`config.mk`:
```
export PLATFORM = sky130hd
export DESIGN_NAME = mem_arbiter
export DESIGN_NICKNAME = d
export VERILOG_FILES = /design/src/rtl/mem_arbiter.sv
export SDC_FILE = /design/constraint.sdc
export NUM_CORES = 1
export LEC_CHECK = 0
export ABC_AREA = 1
export CAP_MARGIN = 30
export CORE_MARGIN = 1
export CORE_UTILIZATION = 44
export DETAILED_ROUTE_END_ITERATION = 8
export PLACE_DENSITY = 0.85
export SLEW_MARGIN = 40
export SYNTH_ARGS = -nofsm -noshare
export SYNTH_HDL_FRONTEND = slang
export SYNTH_SLANG_ARGS = --single-unit
```
`constraint.sdc`:
```
create_clock -name clk_i -period 2.3 [get_ports clk_i]
set_input_delay 0.46 -clock clk_i [delete_from_list [all_inputs] [get_ports clk_i]]
set_output_delay 0.46 -clock clk_i [all_outputs]
set_load 0.01 [all_outputs]
```
`src/rtl/mem_arbiter.sv`:
```
// mem_arbiter: shares one single-ported backing memory between the
// instruction-fetch port and the data port of the pipeline. The data port
// normally wins contention; a starvation counter hands the next contested
// arbitration to instruction fetch after STARVE_LIM consecutive losses.
module mem_arbiter #(
    parameter int ADDR_W     = 32,
    parameter int DATA_W     = 32,
    parameter int STARVE_LIM = 4
) (
    input  logic              clk_i,
    input  logic              rst_i,

    input  logic              if_req_i,
    input  logic [ADDR_W-1:0] if_addr_i,
    output logic [DATA_W-1:0] if_rdata_o,
    output logic              if_stall_o,

    input  logic              dm_req_i,
    input  logic              dm_we_i,
    input  logic [ADDR_W-1:0] dm_addr_i,
    input  logic [DATA_W-1:0] dm_wdata_i,
    output logic [DATA_W-1:0] dm_rdata_o,
    output logic              dm_stall_o,

    output logic              mem_req_o,
    output logic              mem_we_o,
    output logic [ADDR_W-1:0] mem_addr_o,
    output logic [DATA_W-1:0] mem_wdata_o,
    input  logic              mem_ack_i,
    input  logic [DATA_W-1:0] mem_rdata_i
);

    typedef enum logic [1:0] {
        IDLE,
        BUSY_IF,
        BUSY_DM,
        RESP
    } state_t;

    typedef enum logic [1:0] {
        SRV_NONE,
        SRV_IF,
        SRV_DM
    } served_t;

    localparam logic [3:0] LIM = 4'(STARVE_LIM);

    state_t     state;
    served_t    served;
    logic [3:0] starve_cnt;

    logic arb_phase;
    logic if_cand;
    logic dm_cand;
    logic grant_if;
    logic grant_dm;

    // Candidate selection and grant decision; a port that is in its RESP
    // cycle is excluded so its still-high request is not served twice.
    always_comb begin
        arb_phase = (state == IDLE) || (state == RESP);
        if_cand   = if_req_i && !((state == RESP) && (served == SRV_IF));
        dm_cand   = dm_req_i && !((state == RESP) && (served == SRV_DM));
        grant_if  = arb_phase && if_cand && (!dm_cand || (starve_cnt == LIM));
        grant_dm  = arb_phase && dm_cand && !grant_if;
    end

    // A requester stalls until its own RESP cycle.
    assign if_stall_o = if_cand;
    assign dm_stall_o = dm_cand;

    // Arbitration FSM with registered memory-side outputs and read-data capture.
    always_ff @(posedge clk_i) begin
        if (rst_i) begin
            state       <= IDLE;
            served      <= SRV_NONE;
            starve_cnt  <= '0;
            mem_req_o   <= 1'b0;
            mem_we_o    <= 1'b0;
            mem_addr_o  <= '0;
            mem_wdata_o <= '0;
            if_rdata_o  <= '0;
            dm_rdata_o  <= '0;
        end else begin
            case (state)
                IDLE, RESP: begin
                    if (grant_if) begin
                        mem_req_o   <= 1'b1;
                        mem_we_o    <= 1'b0;
                        mem_addr_o  <= if_addr_i;
                        mem_wdata_o <= '0;
                        starve_cnt  <= '0;
                        state       <= BUSY_IF;
                    end else if (grant_dm) begin
                        mem_req_o   <= 1'b1;
                        mem_we_o    <= dm_we_i;
                        mem_addr_o  <= dm_addr_i;
                        mem_wdata_o <= dm_wdata_i;
                        if (if_cand && (starve_cnt != LIM)) begin
                            starve_cnt <= starve_cnt + 4'd1;
                        end
                        state       <= BUSY_DM;
                    end else begin
                        mem_req_o   <= 1'b0;
                        state       <= IDLE;
                    end
                end
                BUSY_IF: begin
                    if (mem_ack_i) begin
                        if_rdata_o <= mem_rdata_i;
                        mem_req_o  <= 1'b0;
                        served     <= SRV_IF;
                        state      <= RESP;
                    end
                end
                BUSY_DM: begin
                    if (mem_ack_i) begin
                        if (!mem_we_o) begin
                            dm_rdata_o <= mem_rdata_i;
                        end
                        mem_req_o  <= 1'b0;
                        mem_we_o   <= 1'b0;
                        served     <= SRV_DM;
                        state      <= RESP;
                    end
                end
                default: begin
                    state <= IDLE;
                end
            endcase
        end
    end

endmodule

```
Word-level counts from Yosys, hierarchy flattened
Index checks and enable logic that the tools add are counted.

word-level totals
  register bits = 138
  input port bits = 134
  word-level logic and storage cells = 71

cells by class
  reduce and logical (&&, ||, !) cells = 28
  equality and inequality tests = 11
  add/sub/neg operators = 1
  bitwise logic cells = 1
  multiplexer cells = 21

operator list
  kind                                                  count
  2-to-1 mux 32 bit                                     4
  2-to-1 mux 4 bit                                      3
  AND reduction 3 bit                                   4
  2-to-1 mux 2 bit                                      5
  logical AND 1 bit                                     9
  case mux 2 bit (2 select lines)                       2
  nonzero test 2 bit                                    4
  equality test 2 bit (second input constant)           3
  2-to-1 mux 1 bit                                      5
  adder 4 x 1 -> 4 bit (second input constant)          1
  equality test 2 x 1 -> 1 bit (second input constant)  2
  equality test 4 x 3 -> 1 bit (second input constant)  1
  zero test 1 bit                                       4
  != test 2 bit (second input constant)                 2
  != test 4 x 3 -> 1 bit (second input constant)        1
  case mux 1 bit (2 select lines)                       2
  AND reduction 2 bit                                   2
  OR reduction 2 bit                                    2
  != test 3 bit (second input constant)                 1
  zero test 2 bit                                       1
  logical OR 1 bit                                      2
  != test 2 x 1 -> 1 bit (second input constant)        1
  NOT 1 bit                                             1

Logic depth before layout (Yosys ltp)
  depth in word-level cells = 12
  gate-level depth with buffers = 10

Worst setup path before layout
Ideal clock, no wire load.

  kind = reg-to-reg
  from = reg state[0]
  to = reg mem_addr_o[0]
  data arrival time = 1467 ps
  data required time = 2191 ps
  stages on the path, launching flop included = 10
  path slack = 724 ps
  path through = dfxtp_1 inv_1 ha_1 nand3_2 nand2_2 buf_4 buf_4 nand3_1 nand2_1 inv_1

on the way
  cells in the longest elaborated chain, start to end = 11
  elaborated cells between the ends (all ways) = 20

ends and longest elaborated chain
  item                           line  text
  start: declaration             48    state_t state;
  start signal: assignment       75    state <= IDLE;
  start signal: assignment       93    state <= BUSY_IF;
  start signal: assignment       102   state <= BUSY_DM;
  equality test 2 bit            n/a
  logical AND 1 bit              63    dm_cand = dm_req_i && !((state == RESP) && (served == SRV_DM));
  zero test 1 bit                63
  logical AND 1 bit              63
  zero test 1 bit                64    grant_if = arb_phase && if_cand && (!dm_cand || (starve_cnt == LIM));
  logical OR 1 bit               64
  logical AND 1 bit              64
  zero test 1 bit                65    grant_dm = arb_phase && dm_cand && !grant_if;
  logical AND 1 bit              65
  nonzero test 2 bit (no line)   n/a
  AND reduction 2 bit (no line)  n/a
  end signal: assignment         90    mem_addr_o <= if_addr_i;
  end signal: assignment         97    mem_addr_o <= dm_addr_i;
  end: declaration               27    output logic [ADDR_W-1:0] mem_addr_o,

Parallel ways exist; a longest one is shown, timed or not.
A chain may end at the register's enable or synchronous reset.

Worst setup path after layout
  from = reg state[0]
  to = out if_stall_o

on the way
  cells in the longest elaborated chain, start to end = 4

ends and longest elaborated chain
  item                 line  text
  equality test 2 bit  62    if_cand = if_req_i && !((state == RESP) && (served == SRV_IF));
  logical AND 1 bit    62
  zero test 1 bit      62
  logical AND 1 bit    62
  end: declaration     16    output logic if_stall_o,

No other way between the ends.

==> impl_metrics.toml <==
[cts]
cts_num_sinks = 138
clkLatencyLatePin_ns = 0.41
clkTransAtPathRegs_ns = 0.06
cts_root_buffer = "clkbuf_16"
cts_resized = 0
cts.hold.buffers_added = 0
clock_tree.buffer_depth = 2
cts_buffers = 17
cts_setup_buffers = 0
cts_tree = "built"
cts-htree-levels = 4

[sta]
fmax_mhz = 449
tns_ns = 0
unrepaired_setup_endpoints_after_global_routing = "false"
timing.clock.skew_ns = 0.00577
min_period_over_period = 0.967
worst_slew_margin_rel = 0.739
layout_min_cycle_time_ns = 2.22
report.final.setup_viol = 0
final-hold-violation-count = 0
maxSlewViolCount = 0
worst_slew_pin_slew_ns = 0.391

[power_and_ir_drop]
part_of_the_power_in_the_clock_network = 0.287
power.ir.vdd_worst_mv = 0.659
net_sw_frac = 0.331
power_density_nw_per_um2 = 1180
internal_power_mw = 7.20
power.static_leakage_nw = 4.02
switching_power_mw = 3.56
sequential_power_share = 0.320
p_comb_frac = 0.393

[place]
numPortBuffers = 265
finalWeightedCongestion = 0.799
placedInstanceArea_sq_um = 8450
place_hpwl_um = 12100

[hold_path]
worstHoldPathType = "flip-flop to flip-flop"

[logic_synthesis]
synth.avg_cell_area_sq_um = 7.25
post_synth_main_area_contributors = "dfxtp_1 (49%), nand3_1 (12%), nor2_1 (8.9%), o21ai_0 (8.9%), inv_1 (5.3%)"
synth_area_sq_um = 5640
part_of_the_yosys_area_used_for_sequential_elements = 0.490
mappedNetlistNets = 917
synth_warnings = 0
ys_seq_elements = 138
synth_top_cell_by_area = "dfxtp_1"
async_reset_ff_frac = 0
synth_cell_count_leaders = "dfxtp_1 (138), nand3_1 (136), nor2_1 (134), o21ai_0 (100), inv_1 (79)"
synth.top_cell.area_share = 0.490
synth.lib_cells_used.distinct = 19
postSynth.topFlopCell = "dfxtp_1"
synthesis.instances = 778
count_of_flip_flops_with_a_built_in_enable_after_synthesis = 0
post-synth-top-count-cell = "dfxtp_1"

[setup_path]
cp_num_buf_inv = 2
critPathTopFamily = "buffers and inverters"
critical_path_slowest_stage_cell = "clkdlybuf4s50_1"
worst_setup_path_end_kind = "output pin"
crit_path_max_fanout = 4
critical_path.max_stage_delay_ns = 0.52
cp_cell_sequence = "ha_1, nand3_2, nand2_1, inv_1, clkdlybuf4s50_1"
criticalPathCategory = "flip-flop to output pin"
data_required_time_of_the_critical_path_ns = 1.84
worstPathArrival_ns = 1.76
worstSetupStartpointType = "flip-flop"

[floorplan]
pin_count = 266
start_util = 0.460
fp.coreArea_sq_um = 12300
die_height_um = 115
fp.dieArea_sq_um = 13300
die_width_um = 115
std_cell_rows = 40

[global_routing]
number_of_global_route_vias_before_repair = 5608
grt_antenna_before_repair = 0
grt_pass1_wl_um = 27600
gr-usage-all-layers = 0.269
grt_start_max_net_pins = 80
globalRouteOverflowTotal = 0

[finish]
num-nets-final = 1165
fill_cells = 950
insertedDiodeCount = 0
drive_above_1_share = 0.0606
finish.instance_area_sq_um = 9130
area_growth_pct = 61.8
layout.core_utilization = 0.744

[detailed_routing]
detail_route.wl_per_cell_um = 14.7
detail_route.drc_violations = 0
vias = 6076
first_pass_iters = 5
final_routed_wirelength_um = 17700
route.detailed.vias_per_inst = 5.03
dr.first_iter.drc_count = 542
ant_nets = 0

[flow_run]
timing.max_cap.violations = 0

[status]
status = "finished clean"
## worst paths after layout
check / cells past startpoint / from / slack [ns] / to
hold reg to reg: 2 / if_rdata_o[2]$_SDFFE_PP0P_ / 0.48 / if_rdata_o[2]$_SDFFE_PP0P_
setup reg to reg: 10 / state[0]$_SDFFE_PP0P_ / 0.42 / mem_addr_o[27]$_SDFFE_PP0P_
setup / recovery: 5 / state[0]$_SDFFE_PP0P_ / 0.08 / if_stall_o
hold / removal: 2 / if_rdata_o[2]$_SDFFE_PP0P_ / 0.48 / if_rdata_o[2]$_SDFFE_PP0P_
## state kept, by name (all words and copies together), names as in the netlist
| signal | cells |
|---|---|
| mem_addr_o | 32 |
| mem_wdata_o | 32 |
| served | 2 |
| mem_we_o | 1 |
| starve_cnt | 4 |
| if_rdata_o | 32 |
| mem_req_o | 1 |
| dm_rdata_o | 32 |
| state | 2 |
## cells by family after synthesis
logic type	Yosys count	synth area share
and+or+nand+nor	355	0.271
AOI/OAI and AO/OA	141	0.125
buffers and inverters	138	0.101
DFF	138	0.490
adders and majority gates	5	0.0111
xor gates and xnor gates	1	0.00155
## power by group through the flow
stage | Combinational [mW] | Clock [mW] | Sequential [mW]
final | 4.23 | 3.09 | 3.45
after global routing | 4.62 | 3.25 | 3.53
after CTS | 4.24 | 3.13 | 3.45
after detailed placement | 4.19 | 0 | 3.48
after global placement | 4.13 | 0 | 3.46
after floorplan | 1.82 | 0 | 3.77
## placed cells by master (no fill, tap or decap), types with 4 or more instances in the layout
master             n
clkdlybuf4s50_1  264
dfxtp_1          138
nand3_1          135
nor2_1           134
o21ai_0          100
inv_1             78
nand2_1           77
a21oi_1           41
clkbuf_16         17
buf_4             17
bufinv_16          6
ha_1               5
clkinv_2           5
nand3_2            4
buf_12             4
## worst reg2reg max path: cells and delay by family, from the launching register on
kind,cells,cell delay (ns)
buf+inv,4,0.51
fa+ha+maj,1,0.32
simple gates,5,0.58
flops,1,0.38
## metal layers
layer	track usage	share of wire
met5	0	0
met4	0.126	0.037
met3	0.0859	0.072
met2	0.459	0.49
met1	0.306	0.40
## stage by stage
| stage | cells | power (mW) | hold WS, ns | setup slack, ns |
|---|---|---|---|---|
| finish | 1207 | 10.8 | 0.479 | 0.0752 |
| global route | 1207 | 11.4 | 0.501 | 0.0116 |
| CTS | 1207 | 10.8 | 0.484 | 0.00939 |
| detailed placement | 1175 | 7.67 | 0.471 | 0.143 |
| global placement | 1175 | 7.59 | 0.460 | 0.151 |
| floorplan | 778 | 5.59 | 0.443 | 0.724 |
## area by class of cell
cell class / count / area, sq um / share of cell area
timing repair buffer: 286 / 2860 / 0.314
sequential: 138 / 2760 / 0.303
multi-input combinational: 502 / 2310 / 0.253
clock buffer: 19 / 453 / 0.0496
inverter: 81 / 304 / 0.0333
clock inverter: 13 / 221 / 0.0243
tap: 168 / 210 / 0.0230
(Power assumes the default switching activity.)
